==> src/rtl/mux_mem_src_sync.sv <==
// mux_mem_src_sync: hitless N-way registered selector for the DDR write-control
// bundle. A source change drains the current source's active write, then
// inserts a guard gap, and only then hands the outputs to the new source.
module mux_mem_src_sync #(
    parameter int NSRC      = 4,
    parameter int SELW      = 2,
    parameter int PAT_W     = 2,
    parameter int PAGE_W    = 32,
    parameter int GUARD_CYC = 4,
    parameter int DRAIN_MAX = 1024,
    parameter int RESET_SEL = 0
) (
    input  logic                    CLK,
    input  logic                    RESET,
    input  logic [SELW-1:0]         SEL_REQ,
    input  logic [NSRC-1:0]         SRC_MEM_WEN,
    input  logic [NSRC-1:0]         SRC_PATTERN_EN,
    input  logic [NSRC*PAT_W-1:0]   SRC_PATTERN,
    input  logic [NSRC*PAGE_W-1:0]  SRC_WRITE_PAGE_NO,
    output logic                    MEM_WEN,
    output logic                    PATTERN_EN,
    output logic [PAT_W-1:0]        PATTERN,
    output logic [PAGE_W-1:0]       WRITE_PAGE_NO,
    output logic [SELW-1:0]         SEL_ACTIVE,
    output logic                    SWITCHING,
    output logic                    SEL_ERR,
    output logic                    DRAIN_TO
);

    typedef enum logic [1:0] {
        ST_ACTIVE = 2'd0,
        ST_DRAIN  = 2'd1,
        ST_GUARD  = 2'd2
    } state_t;

    localparam logic [SELW-1:0] RST_SEL    = SELW'(RESET_SEL);
    localparam logic [15:0]     DRAIN_LAST = 16'(DRAIN_MAX - 1);
    localparam logic [7:0]      GUARD_LAST = 8'(GUARD_CYC - 1);

    state_t              state_q, state_d;
    logic [SELW-1:0]     tgt_q, tgt_d;
    logic [SELW-1:0]     sel_q, sel_d;
    logic [15:0]         dcnt_q, dcnt_d;
    logic [7:0]          gcnt_q, gcnt_d;
    logic                wen_q, wen_d;
    logic                pen_q, pen_d;
    logic [PAT_W-1:0]    pat_q, pat_d;
    logic [PAGE_W-1:0]   page_q, page_d;
    logic                sw_q, sw_d;
    logic                err_q, err_d;
    logic                to_q, to_d;

    logic                sel_valid;
    logic [PAT_W-1:0]    pat_arr  [NSRC];
    logic [PAGE_W-1:0]   page_arr [NSRC];

    // A request is only meaningful when it names an existing source; with a
    // power-of-two source count every encoding is legal.
    if (NSRC == (1 << SELW)) begin : g_valid_all
        assign sel_valid = 1'b1;
    end else begin : g_valid_cmp
        assign sel_valid = (SEL_REQ < SELW'(NSRC));
    end

    for (genvar i = 0; i < NSRC; i++) begin : g_unpack
        assign pat_arr[i]  = SRC_PATTERN[i*PAT_W +: PAT_W];
        assign page_arr[i] = SRC_WRITE_PAGE_NO[i*PAGE_W +: PAGE_W];
    end

    // Next-state and next-output logic for the ACTIVE/DRAIN/GUARD selector.
    always_comb begin
        state_d = state_q;
        tgt_d   = tgt_q;
        sel_d   = sel_q;
        dcnt_d  = dcnt_q;
        gcnt_d  = gcnt_q;
        wen_d   = SRC_MEM_WEN[sel_q];
        pen_d   = SRC_PATTERN_EN[sel_q];
        pat_d   = pat_arr[sel_q];
        page_d  = page_arr[sel_q];
        err_d   = 1'b0;
        to_d    = 1'b0;

        // An out-of-range request never disturbs the pending target.
        if (sel_valid) begin
            tgt_d = SEL_REQ;
        end

        case (state_q)
            ST_ACTIVE: begin
                if (!sel_valid) begin
                    err_d = 1'b1;
                end else if (SEL_REQ != sel_q) begin
                    state_d = ST_DRAIN;
                    dcnt_d  = 16'd0;
                end
            end
            ST_DRAIN: begin
                // Abort wins over idle, idle wins over timeout.
                if (tgt_d == sel_q) begin
                    state_d = ST_ACTIVE;
                end else if (!SRC_MEM_WEN[sel_q]) begin
                    state_d = ST_GUARD;
                    gcnt_d  = 8'd0;
                end else if (dcnt_q == DRAIN_LAST) begin
                    to_d    = 1'b1;
                    state_d = ST_GUARD;
                    gcnt_d  = 8'd0;
                end else begin
                    dcnt_d = dcnt_q + 16'd1;
                end
            end
            ST_GUARD: begin
                // Write strobes are forced off; data fields freeze so the
                // DDR path sees a stable bundle through the gap.
                wen_d  = 1'b0;
                pen_d  = 1'b0;
                pat_d  = pat_q;
                page_d = page_q;
                if (gcnt_q == GUARD_LAST) begin
                    sel_d   = tgt_d;
                    state_d = ST_ACTIVE;
                end else begin
                    gcnt_d = gcnt_q + 8'd1;
                end
            end
            default: begin
                state_d = ST_ACTIVE;
            end
        endcase

        sw_d = (state_d != ST_ACTIVE);
    end

    // State, counters and registered outputs; reset returns to ACTIVE on RESET_SEL.
    always_ff @(posedge CLK or posedge RESET) begin
        if (RESET) begin
            state_q <= ST_ACTIVE;
            tgt_q   <= RST_SEL;
            sel_q   <= RST_SEL;
            dcnt_q  <= 16'd0;
            gcnt_q  <= 8'd0;
            wen_q   <= 1'b0;
            pen_q   <= 1'b0;
            pat_q   <= '0;
            page_q  <= '0;
            sw_q    <= 1'b0;
            err_q   <= 1'b0;
            to_q    <= 1'b0;
        end else begin
            state_q <= state_d;
            tgt_q   <= tgt_d;
            sel_q   <= sel_d;
            dcnt_q  <= dcnt_d;
            gcnt_q  <= gcnt_d;
            wen_q   <= wen_d;
            pen_q   <= pen_d;
            pat_q   <= pat_d;
            page_q  <= page_d;
            sw_q    <= sw_d;
            err_q   <= err_d;
            to_q    <= to_d;
        end
    end

    assign MEM_WEN       = wen_q;
    assign PATTERN_EN    = pen_q;
    assign PATTERN       = pat_q;
    assign WRITE_PAGE_NO = page_q;
    assign SEL_ACTIVE    = sel_q;
    assign SWITCHING     = sw_q;
    assign SEL_ERR       = err_q;
    assign DRAIN_TO      = to_q;

endmodule

==> config.mk <==
export PLATFORM = sky130hd
export DESIGN_NAME = mux_mem_src_sync
export DESIGN_NICKNAME = d
export VERILOG_FILES = /design/src/rtl/mux_mem_src_sync.sv
export SDC_FILE = /design/constraint.sdc
export NUM_CORES = 1
export LEC_CHECK = 0
export CORE_ASPECT_RATIO = 1.1
export CORE_MARGIN = 1.5
export CORE_UTILIZATION = 41
export DETAILED_ROUTE_END_ITERATION = 12
export PLACE_DENSITY = 0.88
export RECOVER_POWER = 50
export SKIP_CTS_REPAIR_TIMING = 1
export SYNTH_ARGS = -nofsm -noshare
export SYNTH_HDL_FRONTEND = slang
export SYNTH_SLANG_ARGS = --single-unit
export TNS_END_PERCENT = 5
==> constraint.sdc <==
create_clock -name CLK -period 2.9 [get_ports CLK]
set_input_delay 0.725 -clock CLK [delete_from_list [all_inputs] [get_ports CLK]]
set_output_delay 0.725 -clock CLK [all_outputs]
set_load 0.05 [all_outputs]
## After elaboration in Yosys (flattened, before gate mapping)

Index checks and enable logic that the tools add are counted.

- Flip-flop bits (word level): 66
- Output and inout bits: 41
- Word-level logic and storage cells: 66

- $add $sub $neg: 2
- $lt $le $gt $ge: 2
- Equal/unequal tests: 12
- Multiplexer cells: 32
- Bitwise operators: 1
- Reductions and logical operators: 7

Operator list:

| operator | count |
|---|---|
| $bmux 32 s2 | 1 |
| $mux 16 | 4 |
| $mux 32 | 2 |
| $mux 8 | 4 |
| $pmux 16 s2 | 1 |
| $add 16x1->16 const B | 1 |
| $eq 16x10->1 const B | 1 |
| $pmux 8 s2 | 1 |
| $mux 2 | 7 |
| $ne 2x2->1 const B | 5 |
| $add 8x1->8 const B | 1 |
| $eq 8x2->1 const B | 1 |
| $mux 1 | 8 |
| $pmux 2 s3 | 1 |
| $reduce_bool 2->1 | 3 |
| $reduce_and 5->1 | 1 |
| $bmux 1 s2 | 2 |
| $bmux 2 s2 | 1 |
| $reduce_and 4->1 | 1 |
| $ge 3x3->1 const B | 1 |
| $lt 2x3->1 const B | 1 |
| $ne 3x3->1 const B | 1 |
| $not 2->3 | 1 |
| $eq 2x1->1 const B | 1 |
| other kinds (5) | 5 |

## Logic depth before layout (Yosys ltp)

- Depth after elaboration: 6
- Depth in mapped cells: 7
- Mapped depth without buffers: 6

## Least setup slack after synthesis

OpenSTA, ideal clock, no wires.

- Kind: register to register
- Start: register sel_q[1] (netlist: SEL_ACTIVE[1])
- End: register dcnt_q[13]
- Setup time: 0.077 ns
- Arrival time: 2.219 ns
- Required time: 2.823 ns
- Slack: 0.603 ns
- Stages on the path, launching flop included: 8
- Buffers on the path: 2
- Clock period less this slack: 2.297 ns
- Cells stage by stage: dfrtp_1 > buf_4 > xnor2_1 > a21o_1 > buf_6 > or4_1 > or3_1 > a21oi_1

- Cells in the longest elaborated chain, start to end: 4
- Elaborated cells between the ends (all ways): 8

RTL lines:

| what | line | source |
|---|---|---|
| start: declaration | 42 | `logic [SELW-1:0] sel_q, sel_d;` |
| start signal: assignment | 153 | `sel_q <= sel_d;` |
| $bmux 1 s2 | 102 | `end else if (!SRC_MEM_WEN[sel_q]) begin` |
| $mux 1 (not written as such) | 102 |  |
| $ne 2x2->1 (no source line) | n/a |  |
| $reduce_and 5->1 (no source line) (*) | n/a |  |
| end signal: assignment | 154 | `dcnt_q <= dcnt_d;` |
| end: declaration | 43 | `logic [15:0] dcnt_q, dcnt_d;` |

Mark *: on every way between the ends. The rest lies on a longest branch, timed or not. The select of a mux whose other input is x is not followed.
A chain may end at the register's enable or synchronous reset.

## Final worst setup path

- Start: input SEL_REQ[1]
- End: register dcnt_q[15]

- Cells in the longest elaborated chain, start to end: 3
- Elaborated cells between the ends (all ways): 5

RTL lines:

| what | line | source |
|---|---|---|
| start: declaration | 15 | `input logic [SELW-1:0] SEL_REQ,` |
| $eq 2x2->1 or $ne 2x2->1 (tied branches) | 100, 93 |  |
| $ne 2x2->1 (no source line) | n/a |  |
| $reduce_and 5->1 (no source line) (*) | n/a |  |

Mark *: on every way between the ends. The rest lies on a longest branch, timed or not.

==> flow_summary_export.csv <==
group,metric,value,unit
synth,ys_ff_latch,66,
setup_path,start_kind,"input pin",
sta,clock.fmax,408,MHz
hold_path,min_from,"WRITE_PAGE_NO[23]",
floorplanning,fp-row-count,36,
synth,yosys.area_share.adder,0.00661,
cells_and_area,drive_gt1_frac,0.111,
setup_path,crit_fanout,11,
cts,cts.sinks,66,
synth,synth_top_family_by_area,"multiplexers",
synth,synth-compound-area-share,0.0836,
setup_path,crit_arrival,2.71,ns
floorplanning,start_util,0.425,
sta,slew_viol_final,0,
cts,root_buffer,"clkbuf_8",
sta,finalCritPeriodShare,0.846,
sta,skew,0.00844,ns
floorplanning,die_area,9820,um2
sta,slew_headroom,0.198,
synth,ys_warn_count,0,
synth,synth_fp_nets,517,
routing,wl_met1,3760,um
placed_design,post-dp-hpwl,8680,um
routing,highest_layer,"met4",
cells_and_area,fill_cells,668,
routing,vias,3569,
synth,yosys-top-cells-area,"dfrtp_1 44%, mux4_2 19%, nand2_1 11%",
pwr,power,5.73,mW
setup_path,cp.required,3.16,ns
grt,grt_pass1_wl,17600,um
routing,wl_per_cell,15.9,um
cells_and_area,final_cells,672,
cts,cts_max_level,3,
setup_path,worstReg2RegStart,"SEL_ACTIVE[0]",
routing,drc_errors,0,
cells_and_area,layout.nets,703,
placed_design,post_dp_cell_area,5780,um2
routing,drt_first_iter_violations,112,
grt,grt_pass1_vias,3842,
synth,synth_ff_type,"dfrtp_1",
sta,setup_viol,0,
status,outcome,"completed",
placed_design,portBuffers,187,
sta,hold_viol_final,0,
routing,antenna_left,0,
synth,postSynthCellCount,367,
sta,grt_setup_unrepaired,"false",
grt,overflow,0,
cells_and_area,antenna-diode-count,0,
sta,fin_setup_tns,0,ns
cts,worstSkewPairLatency,0.34,ns
hold_path,hold_path.class,"reg -> reg",
routing,wl_met3,717,um
synth,synth_cell_types,39,
cts,numCtsBuffers,9,
floorplanning,core_area,8920,um2
floorplanning,die_h,104,um
routing,totalWireLength,10700,um
synth,synth-edff-count,0,
synth,synth_mux_area_frac,0.224,
grt,grt_max_degree,43,
cts,cts_tree,"done",
setup_path,crit_start,"SEL_REQ[1]",
floorplanning,die-width,94.6,um
grt,antenna_found_initial,0,
routing,dr_wl_met2,5800,um
cts,cts_buffer_depth,2,
synth,synth_top_cell_by_area,"dfrtp_1",
synth,async_flop_share,1.00,
pwr,leakage,2.49,nW
sta,period_needed,2.45,ns
placed_design,place_congestion,0.864,
run,cap_violations,0,
synth,synth_area_per_cell,10.3,um2
synth,synth-xor-area-share,0.0135,
setup_path,crit_type,"in -> reg",
floorplanning,ios,189,
cells_and_area,finalInstanceArea,5940,um2
pwr,vdd_ir_drop_max,0.471,mV
cells_and_area,final_util,0.667,
grt,grt_use_total,0.231,
setup_path,worstSetupEndpointType,"flop",
cts,clk_pin_slew,0.08,ns
synth,synthSimpleGateAreaFrac,0.198,
synth,ys_seq_area_frac,0.436,
routing,firstDrtPassIters,6,
routing,viasPerCell,5.31,
synth,yosysTopAreaCellShare,0.436,
cells_and_area,area_growth,57.0,%
sta,worstMarginPinSlew,1.20,ns
placed_design,dpl.cell_count,656,
synth,netlist_area,3790,um2
pwr,power.density,965,nW/um2
## cell type report
class	instances	area [um2]	area share
timing repair buffer	197	1940	0.327
sequential	66	1650	0.278
inverter	8	30.0	0.00505
clock buffer	9	124	0.0208
clock inverter	7	53.8	0.00905
multi-input combinational	271	2000	0.336
tap	114	143	0.0240
## synthesized netlist by cell type, types with 2 or more instances
cell	count
a2111oi_0	2
a21o_1	3
a21oi_1	16
a31oi_1	3
and3_1	5
and4_1	2
buf_2	3
buf_4	2
buf_6	2
clkbuf_1	14
dfrtp_1	66
ha_1	2
inv_1	8
mux2_2	2
mux4_1	4
mux4_2	32
nand2_1	114
nand2b_1	2
nand3_1	9
nand4_1	3
nor2_1	16
nor3_1	2
nor4_1	2
o21ai_0	19
o31ai_1	5
or3_1	10
or4_1	4
xnor2_1	4
## where the power goes
part,total (mW),switching [mW],internal [mW]
combinational,3.57,2.12,1.45
clock,0.696,0.381,0.315
sequential,1.47,0.215,1.26
total,5.73,2.71,3.02
## layout by cell type (no fill, tap or decap), drive strengths merged, types with 3 or more instances in the layout
cell | netlist | routed
clkdlybuf4s50 | 0 | 184
or3 | 10 | 10
clkbuf | 14 | 13
inv | 8 | 10
a21oi | 16 | 16
nor2 | 16 | 16
dfrtp | 66 | 66
o31ai | 5 | 5
nand3 | 9 | 9
buf | 8 | 7
clkinvlp | 0 | 3
or4 | 4 | 4
nand2 | 114 | 114
xnor2 | 5 | 5
nand4 | 3 | 3
mux4 | 36 | 36
o21ai | 19 | 19
a31oi | 3 | 3
a21o | 3 | 3
and3 | 5 | 5
## layer usage
layer | track usage | up-vias
li1 | - | 1687
met1 | 0.245 | 1684
met2 | 0.414 | 164
met3 | 0.0529 | 34
met4 | 0.122 | 0
met5 | 0 | -
## final timing paths
check / cells after the start / slack, ns / end
setup / recovery: 6 / 0.45 / dcnt_q[15]
hold / removal: 2 / 0.47 / WRITE_PAGE_NO[23]
setup reg to reg: 4 / 0.56 / WRITE_PAGE_NO[29]
hold reg to reg: 2 / 0.47 / WRITE_PAGE_NO[23]
max in group asynchronous: 3 / 0.80 / WRITE_PAGE_NO[30]
min in group asynchronous: 2 / 1.04 / gcnt_q[3]
## state kept, by name, indices dropped and copies added, names as in the netlist
signal	cells
WRITE_PAGE_NO	32
dcnt_q	16
gcnt_q	8
PATTERN	2
SEL_ACTIVE	2
state_q	2
DRAIN_TO	1
MEM_WEN	1
PATTERN_EN	1
SWITCHING	1
## worst max-delay path: stages
cell	delay [ns]
clkdlybuf4s50_1	0.43
xnor2_1	0.17
a21o_1	0.32
or4_1	0.57
or3_1	0.32
a21oi_1	0.17
## through the flow
step           hold slack [ns]  setup WS (ns)
6_report                 0.467          0.448
5_1_grt                  0.500          0.348
4_1_cts                  0.473          0.473
3_5_place_dp             0.456          0.119
3_3_place_gp             0.449          0.210
2_1_floorplan            0.452          0.520
## cell families (layout without fill, tap and decap cells)
kind of cell	count (synthesis)	after routing
AO/OA/AOI/OAI	53	53
XOR/XNOR	5	5
adder cells (fa/ha/maj)	2	2
buffers and inverters	30	221
flip-flops	66	66
multiplexers	38	38
other	1	1
AND/OR/NAND/NOR	172	172
No activity file was read; power rests on OpenSTA's default activity.
